==> config.mk <==
export PLATFORM = sky130hd
export DESIGN_NAME = alu_req_arbiter
export DESIGN_NICKNAME = d
export VERILOG_FILES = /design/src/rtl/alu_req_arbiter.sv
export SDC_FILE = /design/constraint.sdc
export NUM_CORES = 1
export LEC_CHECK = 0
export CAP_MARGIN = 20
export CORE_MARGIN = 5
export CORE_UTILIZATION = 30
export CTS_CLUSTER_DIAMETER = 60
export DETAILED_ROUTE_END_ITERATION = 7
export PLACE_DENSITY = 0.69
export REMOVE_ABC_BUFFERS = 1
export SYNTH_ARGS = -nofsm -noshare
export SYNTH_HDL_FRONTEND = slang
export SYNTH_SLANG_ARGS = --single-unit
export TNS_END_PERCENT = 50
==> constraint.sdc <==
create_clock -name clk -period 1.9 [get_ports clk]
set_input_delay 0.38 -clock clk [delete_from_list [all_inputs] [get_ports clk]]
set_output_delay 0.38 -clock clk [all_outputs]
set_load 0.02 [all_outputs]
==> src/rtl/alu_req_arbiter.sv <==
// Round-robin arbiter that shares one ALU operand register stage between
// two requesters and returns the captured result over valid/ready.
module alu_req_arbiter #(
   parameter int N       = 4,
   parameter int OPW     = 3,
   parameter int ALU_LAT = 1
) (
   input  logic           clk,
   input  logic           rst,
   input  logic           req0,
   input  logic [N-1:0]   a0,
   input  logic [N-1:0]   b0,
   input  logic [OPW-1:0] op0,
   input  logic           req1,
   input  logic [N-1:0]   a1,
   input  logic [N-1:0]   b1,
   input  logic [OPW-1:0] op1,
   output logic           gnt0,
   output logic           gnt1,
   output logic [N-1:0]   reg_a,
   output logic [N-1:0]   reg_b,
   output logic [OPW-1:0] reg_op,
   input  logic [N-1:0]   alu_y,
   input  logic [3:0]     alu_flags,
   output logic [N-1:0]   res_y,
   output logic [3:0]     res_flags,
   output logic           res_id,
   output logic           res_valid,
   input  logic           res_ready,
   output logic           busy
);

   localparam int CW = $clog2(ALU_LAT + 1);

   typedef enum logic [1:0] {
      S_IDLE,
      S_WAIT,
      S_DONE
   } state_t;

   state_t        state;
   logic [CW-1:0] cnt;
   logic          last_gnt;
   logic          win1;

   // requester 1 wins alone, or on a tie when requester 0 went last
   assign win1 = req1 & (~req0 | ~last_gnt);
   assign busy = (state != S_IDLE);

   always_ff @(posedge clk or posedge rst) begin
      if (rst) begin
         state     <= S_IDLE;
         cnt       <= '0;
         last_gnt  <= 1'b1;
         gnt0      <= 1'b0;
         gnt1      <= 1'b0;
         reg_a     <= '0;
         reg_b     <= '0;
         reg_op    <= '0;
         res_y     <= '0;
         res_flags <= '0;
         res_id    <= 1'b0;
         res_valid <= 1'b0;
      end else begin
         gnt0 <= 1'b0;
         gnt1 <= 1'b0;
         unique case (state)
            S_IDLE: begin
               if (req0 || req1) begin
                  gnt0     <= ~win1;
                  gnt1     <= win1;
                  last_gnt <= win1;
                  res_id   <= win1;
                  reg_a    <= win1 ? a1 : a0;
                  reg_b    <= win1 ? b1 : b0;
                  reg_op   <= win1 ? op1 : op0;
                  cnt      <= CW'(ALU_LAT);
                  state    <= S_WAIT;
               end
            end
            S_WAIT: begin
               if (cnt == CW'(1)) begin
                  cnt       <= '0;
                  res_y     <= alu_y;
                  res_flags <= alu_flags;
                  res_valid <= 1'b1;
                  state     <= S_DONE;
               end else begin
                  cnt <= cnt - CW'(1);
               end
            end
            S_DONE: begin
               if (res_ready) begin
                  res_valid <= 1'b0;
                  state     <= S_IDLE;
               end
            end
            default: state <= S_IDLE;
         endcase
      end
   end

endmodule

After elaboration in Yosys (flattened, before gate mapping):

Cells that the tools add are included.

* memory bits (read-only): 0
* bits in latches: 0
* memories kept: 0
* input port bits: 35
* memory bits (writable): 0
* register bits after elaboration: 27
* output and inout bits: 24
* word-level logic and storage cells: 50

* add/subtract/negate cells: 1
* mux-type cells: 17
* bitwise gates (word level): 5
* shift-type cells: 0
* equality and inequality tests: 5
* divide/modulo/power cells: 0
* $lt $le $gt $ge: 0
* multiply operators: 0
* reductions and logical operators: 10

Operators with widths (number)
* $mux 1: 8
* $mux 4: 2
* $mux 2: 3
* $ne 2x2->1 const B: 3
* $pmux 2 s3: 1
* $reduce_and 2->1: 3
* $reduce_and 3->1: 2
* $reduce_bool 2->1: 3
* $pmux 1 s2: 2
* $mux 3: 1
* $not 1->1: 3
* $eq 2x1->1 const B: 1
* $eq 2x2->1 const B: 1
* $logic_not 2->1: 1
* $and 1x1->1: 1
* $logic_or 1x1->1: 1
* $or 1x1->1: 1
* $sub 1x1->1 const B: 1

Logic depth before layout (Yosys ltp):

Gate-level depths: netlist of the first run.

* word-level depth: 6
* gate-level depth with buffers: 4
* depth with buffers taken out: 3

Least setup slack after synthesis of the first run:

No wires, ideal clock.

* path kind: register to register
* from: register last_gnt
* to: register reg_b[3]
* arrival: 1.331 ns
* path buffers: 1
* path slack: 0.445 ns
* data required time: 1.775 ns
* library setup time: 0.125 ns
* clock period less this slack: 1.455 ns
* stages on the path, launching flop included: 5
* cell sequence: dfstp_2 a21bo_4 buf_6 mux2_4 mux2_2

* word-level cells in the longest chain between the ends: 4

Ends and longest elaborated chain
* start, declared: RTL line 43 `logic last_gnt;`
* start signal, assigned: RTL line 72 `last_gnt <= win1;`
* $not 1->1: RTL line 47 `assign win1 = req1 & (~req0 | ~last_gnt);`
* $or 1x1->1: RTL line 47
* $and 1x1->1: RTL line 47
* $mux 4: RTL line 75 `reg_b <= win1 ? b1 : b0;`
* end signal, assigned: RTL line 75
* end, declared: RTL line 21 `output logic [N-1:0] reg_b,`

No other way between the ends.
A chain may end at the register's enable or synchronous reset.

Worst setup path in the final report of the first run:

* from: register res_valid
* to: output port res_valid

RTL lines
* start, declared: RTL line 28 `output logic res_valid,`
* start signal, assigned: RTL line 63 `res_valid <= 1'b0;`
* start signal, assigned: RTL line 86 `res_valid <= 1'b1;`
* start signal, assigned: RTL line 94 `res_valid <= 1'b0;`

No word-level cell between the ends.

==> summary.txt, run 1 <==
Initial antenna violation count = 0
Core area = 3720 µm²
Distinct cell type count after synthesis = 20
WP depth = 1
Crit-path cells = clkdlybuf4s50_1
Switching power = 1.04 mW
Nets = 182
Detailed Place HPWL = 2150 µm
Post-Route WL = 2710 µm
Worst Max-Slew Pin Slew = 0.385 ns
Tot GR Track Use = 0.107
Cell count after synthesis = 80
Pin count of the biggest net entering global routing = 28
Post-synthesis cell area = 1180 µm²
Endpoints failing setup = 0
PD cells = 1550 nW/µm²
Layout Area Growth over Synthesis = 62.1%
Die area = 5270 µm²
Mux cell area share after synthesis = 0.271
Hold Buf Count CTS = 0
Crit path time final = 1.64 ns
Vias in the first global route = 982
Clock transition at path regs = 0.08 ns
Slowest CP cell = clkdlybuf4s50_1
Main combinational cell family by area after synthesis = multiplexers
Grt ovf = 0
Placed Instances = 190
Global-route wire length before repair = 4430 µm
Sum Neg Setup Slack = 0 ns
CTS tree = done
Fin Clk Skew = 0.00199 ns
# Max-Cap Violations = 0
R2R cell count = 3
Ant diodes = 0
Vias per cell = 4.57
Worst-skew pair later-pin latency = 0.26 ns
Non-filler cells, final = 194
FF+latch count, synth = 27
Placer congestion estimate = 0.776
CTS max path bufs = 2
Starting Density = 0.316
Die Ht = 72.6 µm
# H-tree levels = 1
Simple-Gate Fraction of Synth Area = 0.0340
Int Pwr = 1.92 mW
Pleak = 0.828 nW
CP delay by family, top = buffers and inverters
RSZ-0062 raised after global routing = no
Switching share of power = 0.352
Root Buffer = clkbuf_8
Max-slew violations = 0
Chip width = 72.6 µm
WP data required = 1.52 ns
Fraction of layout cells with a size suffix above 1 = 0.267
CP arrival = 1.26 ns
Port Buffers = 58
Crit path buffers/inverters = 1
CP Launch Type = register
DRT iter0 DRCs = 19
Max VDD drop = 0.000573 V
CTS Buf Count = 3
Max-slew headroom = 0.743
Comb pwr share = 0.547
Post-synthesis xor/xnor area fraction = 0
Final Hold Viols = 0
Complex-gate fraction of the synthesized area = 0.0957
Synth Area in Adders = 0
DR pass1 iterations = 4
Utilization after layout = 0.513
Crit path kind = register to output pin
Critical Path Max Stage Delay = 0.62 ns
Register area share after synthesis = 0.576
Yosys warns = 0
Crit end category = output pin
Worst Hold Class = input port to async pin
Flop pwr share = 0.349
Mapped Avg Cell Area = 14.7 µm²
# rows = 22
Drt wl/cell = 14.0 µm
Final routed DRC violation total = 0
Antenna viol nets, final = 0
DR vias = 887
IO Pins = 59
Outcome = complete, no violations
Sink Count = 27
Tcrit/Tclk final = 0.865
Maximum fanout along the worst path = 3
Clock power frac = 0.104
Max Fclk = 609 MHz
## registers in the layout, summed over array words and instances, names as in the netlist
signal / count
reg_a: 4
reg_b: 4
res_flags: 4
res_y: 4
reg_op: 3
state: 2
cnt: 1
gnt0: 1
gnt1: 1
last_gnt: 1
res_id: 1
res_valid: 1
## per-stage QoR
step / hold WS (ns) / setup WS [ns] / total power [mW] / instance area [µm²]
detailed placement: 0.468 / -0.0286 / 2.70 / 1860
global placement: 0.461 / 0.0125 / 2.66 / 1860
global route: 0.496 / 0.206 / 3.15 / 1910
finish: 0.462 / 0.257 / 2.96 / 1910
CTS: 0.467 / 0.0270 / 3.02 / 1900
floorplan: 0.432 / 0.451 / 1.89 / 1160
## synth_stat cells
library cell / instances / area (µm²)
nor3_1: 1 / 5.00
dfrtp_1: 26 / 651
nor2b_1: 2 / 12.5
nor2_1: 3 / 11.3
dfstp_2: 1 / 26.3
o21ai_2: 1 / 8.76
a21bo_4: 1 / 16.3
a21o_1: 2 / 15.0
o31ai_1: 1 / 7.51
o21ai_0: 1 / 5.00
o2111a_1: 2 / 22.5
mux2_4: 7 / 105
inv_1: 3 / 11.3
a221o_1: 2 / 20.0
nand2_1: 3 / 11.3
a21boi_0: 1 / 7.51
buf_2: 1 / 5.00
mux2_2: 19 / 214
buf_6: 1 / 11.3
a21oi_1: 2 / 10.0
## routing by layer
metal / global-route usage / vias to the layer above / wire, µm / share of wire
li1: - / 419 / - / -
met1: 0.119 / 435 / 1130 / 0.42
met2: 0.196 / 31 / 1380 / 0.51
met3: 0.0248 / 2 / 166 / 0.061
met4: 0.0369 / 0 / 34 / 0.013
met5: 0 / - / 0 / 0
## final cells by class
cell class	instances	area (µm²)
multi-input cells	48	472
well taps	48	60.1
clock buffers	3	41.3
repair buffers	64	641
fillers	354	1810
inverters	3	11.3
flip-flops and latches	27	677
clock inverters	1	5.00
## path summary, 6_finish.rpt
check	start	endpoint	slack, ns
setup reg to reg	last_gnt$_DFFE_PP1P_	reg_a[3]$_DFFE_PP0P_	0.36
setup / recovery	res_valid$_DFFE_PP0P_	res_valid	0.26
hold reg to reg	res_id$_DFFE_PP0P_	res_id$_DFFE_PP0P_	0.48
min in group clk	res_id$_DFFE_PP0P_	res_id$_DFFE_PP0P_	0.48
max in group asynchronous	rst	last_gnt$_DFFE_PP1P_	1.14
hold / removal	rst	res_flags[0]$_DFFE_PP0P_	0.46
## power groups by stage
stage | Combinational [mW] | Clock [mW] | Sequential, mW
floorplan | 0.559 | 0 | 1.33
global placement | 1.63 | 0 | 1.03
detailed placement | 1.65 | 0 | 1.05
CTS | 1.66 | 0.325 | 1.04
global route | 1.73 | 0.347 | 1.07
finish | 1.62 | 0.307 | 1.03
## tightest hold or removal path: cells and delay by family
| family | cells | cell delay, ns |
|---|---|---|
| buf+inv | 3 | 0.75 |
## repair_timing
| action | 4_1_cts | 5_1_grt |
|---|---|---|
| endpoints found under the hold margin | 0 | 0 |
| buffers inserted | 0 | 0 |
| setup endpoints to repair | 0 | 1 |
| gates resized for setup | 0 | 1 |
## cells in the final DEF (no fill, tap or decap), drive strengths merged
cell type / Yosys / final
clkdlybuf4s50: 0 / 57
a21bo: 1 / 1
clkbuf: 0 / 3
mux2: 26 / 26
dfstp: 1 / 1
o2111a: 2 / 2
a21boi: 1 / 1
inv: 3 / 3
o21ai: 2 / 2
clkinv: 0 / 1
nor2b: 2 / 2
nor2: 3 / 3
a221o: 2 / 2
nor3: 1 / 1
a21o: 2 / 2
dfrtp: 26 / 26
o31ai: 1 / 1
dlymetal6s2s: 0 / 1
nand2: 3 / 3
buf: 2 / 6
a21oi: 2 / 2
## logic make-up after synthesis
group                  Yosys count
muxes                           26
AOI/OAI and AO/OA               13
and+or+nand+nor                  9
buffers and inverters            5
DFF                             27
Note: power is estimated with default switching activity, not from simulation.
==> run 2, diff against run 1 <==
Settings changed: CORE_UTILIZATION 30 to 39, PLACE_DENSITY 0.69 to 0.84.
==> run 2 against run 1 <==
Power fell by 1.1%. Maximum frequency fell by 4.9%. Cell count down 7.2%. Utilization is 12 points higher. Hold slack got worse by 0.056 ns. Sequential power about the same. Clock power down 18%. Clock skew rose by 0.0046 ns. Critical path type unchanged.
==> summary.txt, run 2 (synthesis gave the netlist of run 1 again) <==
Outcome = complete, no violations (unchanged)
Cts repair resizes = 1 (was 0)
Post-Route WL = 2980 µm (was 2710 µm)
Worst-skew pair later-pin latency = 0.33 ns (was 0.26 ns)
Global-route wire length before repair = 4710 µm (was 4430 µm)
Non-filler cells, final = 180 (was 194)
Setup Fix Bufs, Post-CTS = 0 (unchanged)
Initial antenna violation count = 0 (unchanged)
CTS Buf Count = 3 (unchanged)
Max VDD drop = 0.000607 V (was 0.000573 V)
DRT iter0 DRCs = 13 (was 19)
Hold Buf Count CTS = 0 (unchanged)
Tcrit/Tclk final = 0.909 (was 0.865)
Final routed DRC violation total = 0 (unchanged)
DR vias = 886 (was 887)
Ant diodes = 0 (unchanged)
Pleak = 0.818 nW (was 0.828 nW)
RR Endpoint = reg_b[2]$_DFFE_PP0P_ (was reg_a[3]$_DFFE_PP0P_)
Chip width = 64.9 µm (was 72.6 µm)
IO Pins = 59 (unchanged)
Crit path time final = 1.73 ns (was 1.64 ns)
Die Ht = 64.9 µm (was 72.6 µm)
PD cells = 1560 nW/µm² (was 1550 nW/µm²)
Maximum fanout along the worst path = 2 (was 3)
Sink Count = 27 (unchanged)
Tot GR Track Use = 0.147 (was 0.107)
# rows = 20 (was 22)
Commonest non-fill, non-tap cell in the layout = clkdlybuf4s50_1 (unchanged)
Sequential cell area = 677 µm² (unchanged)
Antenna viol nets, final = 0 (unchanged)
Layout Area Growth over Synthesis = 59.3% (was 62.1%)
Reg2reg start = last_gnt$_DFFE_PP1P_ (unchanged)
Core area = 2980 µm² (was 3720 µm²)
CP arrival = 1.35 ns (was 1.26 ns)
Crit path from = reg_b[1]$_DFFE_PP0P_ (was res_valid$_DFFE_PP0P_)
Worst Max-Slew Pin Slew = 0.382 ns (was 0.385 ns)
Port Buffers = 58 (unchanged)
Detailed Place HPWL = 2410 µm (was 2150 µm)
RSZ-0062 raised after global routing = no (unchanged)
Final Hold Viols = 0 (unchanged)
Starting Density = 0.395 (was 0.316)
Final worst slack = 0.172 ns (was 0.257 ns)
Vias in the first global route = 1000 (was 982)
Most frequent cells in the layout = clkdlybuf4s50_1, dfrtp_1, mux2_2, mux2_4, buf_4 (unchanged)
CP delay by family, top = buffers and inverters (unchanged)
Reg2reg setup slack = 0.38 ns (was 0.36 ns)
CTS tree = done (unchanged)
Multi-input gate area = 472 µm² (unchanged)
Grt ovf = 0 (unchanged)
Worst Hold Class = input port to async pin (unchanged)
Crit-path cells = clkdlybuf4s50_1 (unchanged)
Max Fclk = 579 MHz (was 609 MHz)
DR pass1 iterations = 4 (unchanged)
# Max-Cap Violations = 0 (unchanged)
Root Buffer = clkbuf_4 (was clkbuf_8)
R2R cell count = 3 (unchanged)
Max-slew violations = 0 (unchanged)
Placed Instances = 176 (was 190)
Placer congestion estimate = 0.706 (was 0.776)
Drt wl/cell = 16.6 µm (was 14.0 µm)
CP Launch Type = register (unchanged)
Crit path buffers/inverters = 1 (unchanged)
Fin Clk Skew = 0.00659 ns (was 0.00199 ns)
Total Power = 2.93 mW (was 2.96 mW)
Layout filler cell count = 249 (was 354)
# H-tree levels = 1 (unchanged)
Die area = 4210 µm² (was 5270 µm²)
Crit path kind = register to output pin (unchanged)
CTS max path bufs = 2 (unchanged)
Clock transition at path regs = 0.15 ns (was 0.08 ns)
Critical Path Max Stage Delay = 0.62 ns (about the same)
Vias per cell = 4.92 (was 4.57)
Nets = 183 (was 182)
DP Worst Slack = -0.00591 ns (was -0.0286 ns)
WP data required = 1.52 ns (about the same)
Pin count of the biggest net entering global routing = 28 (unchanged)
Slowest CP cell = clkdlybuf4s50_1 (unchanged)
Fraction of layout cells with a size suffix above 1 = 0.272 (was 0.267)
Max-slew headroom = 0.745 (was 0.743)
Crit end category = output pin (unchanged)
Endpoints failing setup = 0 (unchanged)
run 2: changes by cell type in the layout (fill, tap and decap cells not counted):
cell	change
clkbuf_4	+3
clkbuf_8	-3
buf_4	+1
dlygate4sd2_1	+1
dlymetal6s2s_1	-1
run 2: worst max-delay path by stage:
stage | endpoint | slack, ns | cells past startpoint
2_1_floorplan | reg_a[3]$_DFFE_PP0P_ | 0.45 | 3
4_1_cts | reg_b[0] | 0.17 | 1
3_5_place_dp | reg_b[2]$_DFFE_PP0P_ | -0.006 | 4
5_1_grt | busy | 0.12 | 3
6_report | reg_b[1] | 0.17 | 1
3_3_place_gp | reg_a[3]$_DFFE_PP0P_ | 0.03 | 4
run 2: through the flow:
stage          area (µm²)   util  hold slack, ns  setup TNS [ns]
2_1_floorplan        1160      -           0.432               0
3_3_place_gp         1850  0.620           0.460               0
3_5_place_dp         1850  0.620           0.475        -0.00591
4_1_cts              1870  0.629           0.415               0
5_1_grt              1870  0.629           0.424               0
6_report             1870  0.629           0.405               0
run 2: final cells by class:
type | instances | share of cell area
sequential | 27 | 0.361
clock inverter | 1 | 0.00267
timing repair buffer | 65 | 0.344
multi-input combinational | 48 | 0.252
clock buffer | 3 | 0.0120
tap | 33 | 0.0220
inverter | 3 | 0.00601
run 2: metal layers:
metal,GRT usage,up-vias,share of wire
li1,-,421,-
met1,0.161,445,0.37
met2,0.277,16,0.59
met3,0.0225,4,0.026
met4,0.0633,0,0.016
met5,0,-,0
run 2: power breakdown:
part	switching [mW]	leakage [nW]	internal, mW	total [mW]
clock	0.173	0.0177	0.0790	0.252
sequential	0.165	0.319	0.868	1.03
combinational	0.744	0.481	0.902	1.65
total	1.08	0.818	1.85	2.93
==> RTL change: new RTL, config.mk and constraints of run 1 <==
Encoding of `state_t`: now one-hot (3 bits for 3 states).
--- a/src/rtl/alu_req_arbiter.sv
+++ b/src/rtl/alu_req_arbiter.sv
@@ -34,6 +34,6 @@
 
-   typedef enum logic [1:0] {
-      S_IDLE,
-      S_WAIT,
-      S_DONE
+   typedef enum logic [2:0] {
+      S_IDLE = 3'b001,
+      S_WAIT = 3'b010,
+      S_DONE = 3'b100
    } state_t;
Behaviour: no difference found for any inputs over 10 cycles, from zero or initial values and one cycle with rst high; not proved beyond that.
==> RTL change against run 1 <==
- final cell count grew 8.2%
- via count increased by 17%
- power grew 7.4%
- wire length up 12%
- utilization down 2.4 points
- critical path depth is 2 higher
- fmax fell by 8.7%
- non-clock buffer count unchanged
- area after synthesis increased by 9.9%
- sequential cell count rose by 1
- die area is 8.5% higher
- design area increased by 4.9%
- worst setup slack got worse by 0.16 ns
- highest routed layer unchanged
==> RTL change: results (changes against run 1) <==
Outcome
The run finished with clean final reports.

Critical path
The launching point of the worst reg2reg path is state[1]. The critical path data arrival time came to 1.42 ns (+0.16 ns). The highest-delay cell along the critical path is sky130_fd_sc_hd__dfstp_2. The end of the worst register-to-register path is res_flags[0]. The number of cells on the worst reg-to-reg path was 3 (unchanged). The largest fanout on the critical path is 4 (+1). The delay of the slowest cell on the worst path came to 0.58 ns (-0.04 ns). The setup slack of the worst register-to-register path came to 0.20 ns (-0.16 ns).

Layout
The number of diodes added for antenna fixing was 0 (unchanged). The number of fill cells is 362 (+2.3%). The fraction of final layout cells with drive strength greater than 1 came to 16.9% (-9.8 points). The final net count is 196 (+7.7%).

Clocking
The cell chosen for the clock root is sky130_fd_sc_hd__clkbuf_8. For the worst-skew pair, the clock arrives at the later sink with an insertion delay of 0.27 ns. The number of buffers on the longest clock path is 2 (unchanged).

The CTS H-tree depth came to 1 (unchanged). The clock buffer count from CTS came to 3 (unchanged). The clock-pin slew of the registers on the worst-case setup and hold paths is 0.09 ns.

Yosys
The fraction of the yosys area taken by sequential cells is 54.4% (-3.1 points). Yosys attributes the largest share of cell area to sky130_fd_sc_hd__dfrtp_1 (50%), sky130_fd_sc_hd__a2bb2oi_2 (10%), sky130_fd_sc_hd__mux2_1 (7.0%). The commonest register cell after synthesis is sky130_fd_sc_hd__dfrtp_1. The synthesis warning total is 0 (unchanged). Sorting the synthesized cells by how often they occur yields sky130_fd_sc_hd__dfrtp_1 (26), sky130_fd_sc_hd__o32ai_1 (10), sky130_fd_sc_hd__a2bb2oi_2 (9), sky130_fd_sc_hd__mux2_1 (8), sky130_fd_sc_hd__inv_1 (7). The fraction of registers with async set or reset after synthesis came to 100% (unchanged). The count of distinct cell types in the synthesized netlist is 31 (+55%).

GRT
The global-route wire length before repair is 5.13 mm (+16%). The total track usage is 11.7% (+1.0 points). The via count of the first global-routing pass was 1124 (+14%).

The largest net degree at the start of global routing is 29 (+3.6%). The initial antenna violation count is 0 (unchanged).

Power
The total leakage power is 0.793 nW (-4.3%). The switching fraction of total power was 37.3% (+2.0 points). The highest ir drop seen on vdd is 0.783 mV (+37%).

Place
The final RePlAce weighted congestion was 0.847 (+9.1%). The count of buffers from port buffering was 58 (unchanged). The half-perimeter wire length after detailed placement is 2.45 mm (+14%).

Timing
The final setup skew came to 0.00172 ns (-0.000273 ns). The worst relative slew slack is 70.7% (-3.6 points).

Routing
The via total after detailed routing is 1036 (+17%). The number of nets still failing antenna checks after routing is 0 (unchanged). The overall routed net length was 3.05 mm (+12%). The total iterations of the first detailed-routing run was 4 (unchanged).

The number of DRC markers in iteration 0 is 27 (+8).

Hold path
The classification of the worst-slack hold path is input pin to asynchronous set/reset pin.
RTL change: kinds of logic after synthesis:
| family | synth area share (%) |
|---|---|
| AO/OA/AOI/OAI | 26.6 |
| flip-flops | 54.4 |
| AND/OR/NAND/NOR | 6.87 |
| buffers and inverters | 5.13 |
| multiplexers | 6.97 |
RTL change: timing repair:
| action | in CTS | in global routing |
|---|---|---|
| buffers inserted | 0 | 1 |
| endpoints found under the setup margin | 1 | 1 |
| resized for setup | 1 | 1 |
RTL change: area by class of cell:
cell class | instances | area, um^2 | area share, %
well taps | 50 | 62.6 | 3.13
clock buffers | 4 | 55.1 | 2.75
repair buffers | 64 | 626 | 31.3
flip-flops and latches | 28 | 703 | 35.2
multi-input cells | 56 | 523 | 26.2
inverters | 8 | 30.0 | 1.50
RTL change: power by group through the flow:
| stage | clock network (W) | logic [W] | registers, W |
|---|---|---|---|
| after global routing | 0.000403 | 0.00186 | 0.00113 |
| final | 0.000362 | 0.00173 | 0.00109 |
| after CTS | 0.000375 | 0.00174 | 0.00110 |
| after floorplan | 0 | 0.000732 | 0.00136 |
| after global placement | 0 | 0.00172 | 0.00108 |
| after detailed placement | 0 | 0.00175 | 0.00111 |
RTL change: metal layers:
metal,global-route usage [%],up-vias,part of all wire [%]
li1,-,493,-
met2,19.9,46,47
met4,3.11,0,0.95
met3,4.88,5,11
met1,13.5,492,40
met5,0,-,0
RTL change: worst max-delay path, delay by kind of cell (launching register included):
kind          cells  cell delay, ns
simple gates      1            0.20
buf+inv           2            0.37
flops             1            0.58
RTL change: through the flow:
| stage | utilization, % | std cells | area, um^2 | hold slack (ns) | setup WS, ns |
|---|---|---|---|---|---|
| 2_1_floorplan | - | 92 | 1260 | 0.444 | 0.0964 |
| 6_report | 48.9 | 210 | 2000 | 0.473 | 0.101 |
| 3_5_place_dp | 47.4 | 205 | 1940 | 0.479 | 0.126 |
| 4_1_cts | 48.7 | 209 | 1990 | 0.482 | 0.0296 |
| 5_1_grt | 48.9 | 210 | 2000 | 0.517 | 0.0134 |
| 3_3_place_gp | 47.4 | 205 | 1940 | 0.466 | 0.149 |
RTL change: worst max-delay path by stage:
stage                     slack (ns)    to  depth (start not counted)     start
after global placement          0.15  busy                          3  state[0]
after CTS                       0.03  busy                          3  state[0]
after global routing            0.01  busy                          3  state[0]
after floorplan                  0.1  busy                          2  state[0]
after detailed placement        0.13  busy                          3  state[0]
final                           0.10  busy                          3  state[0]
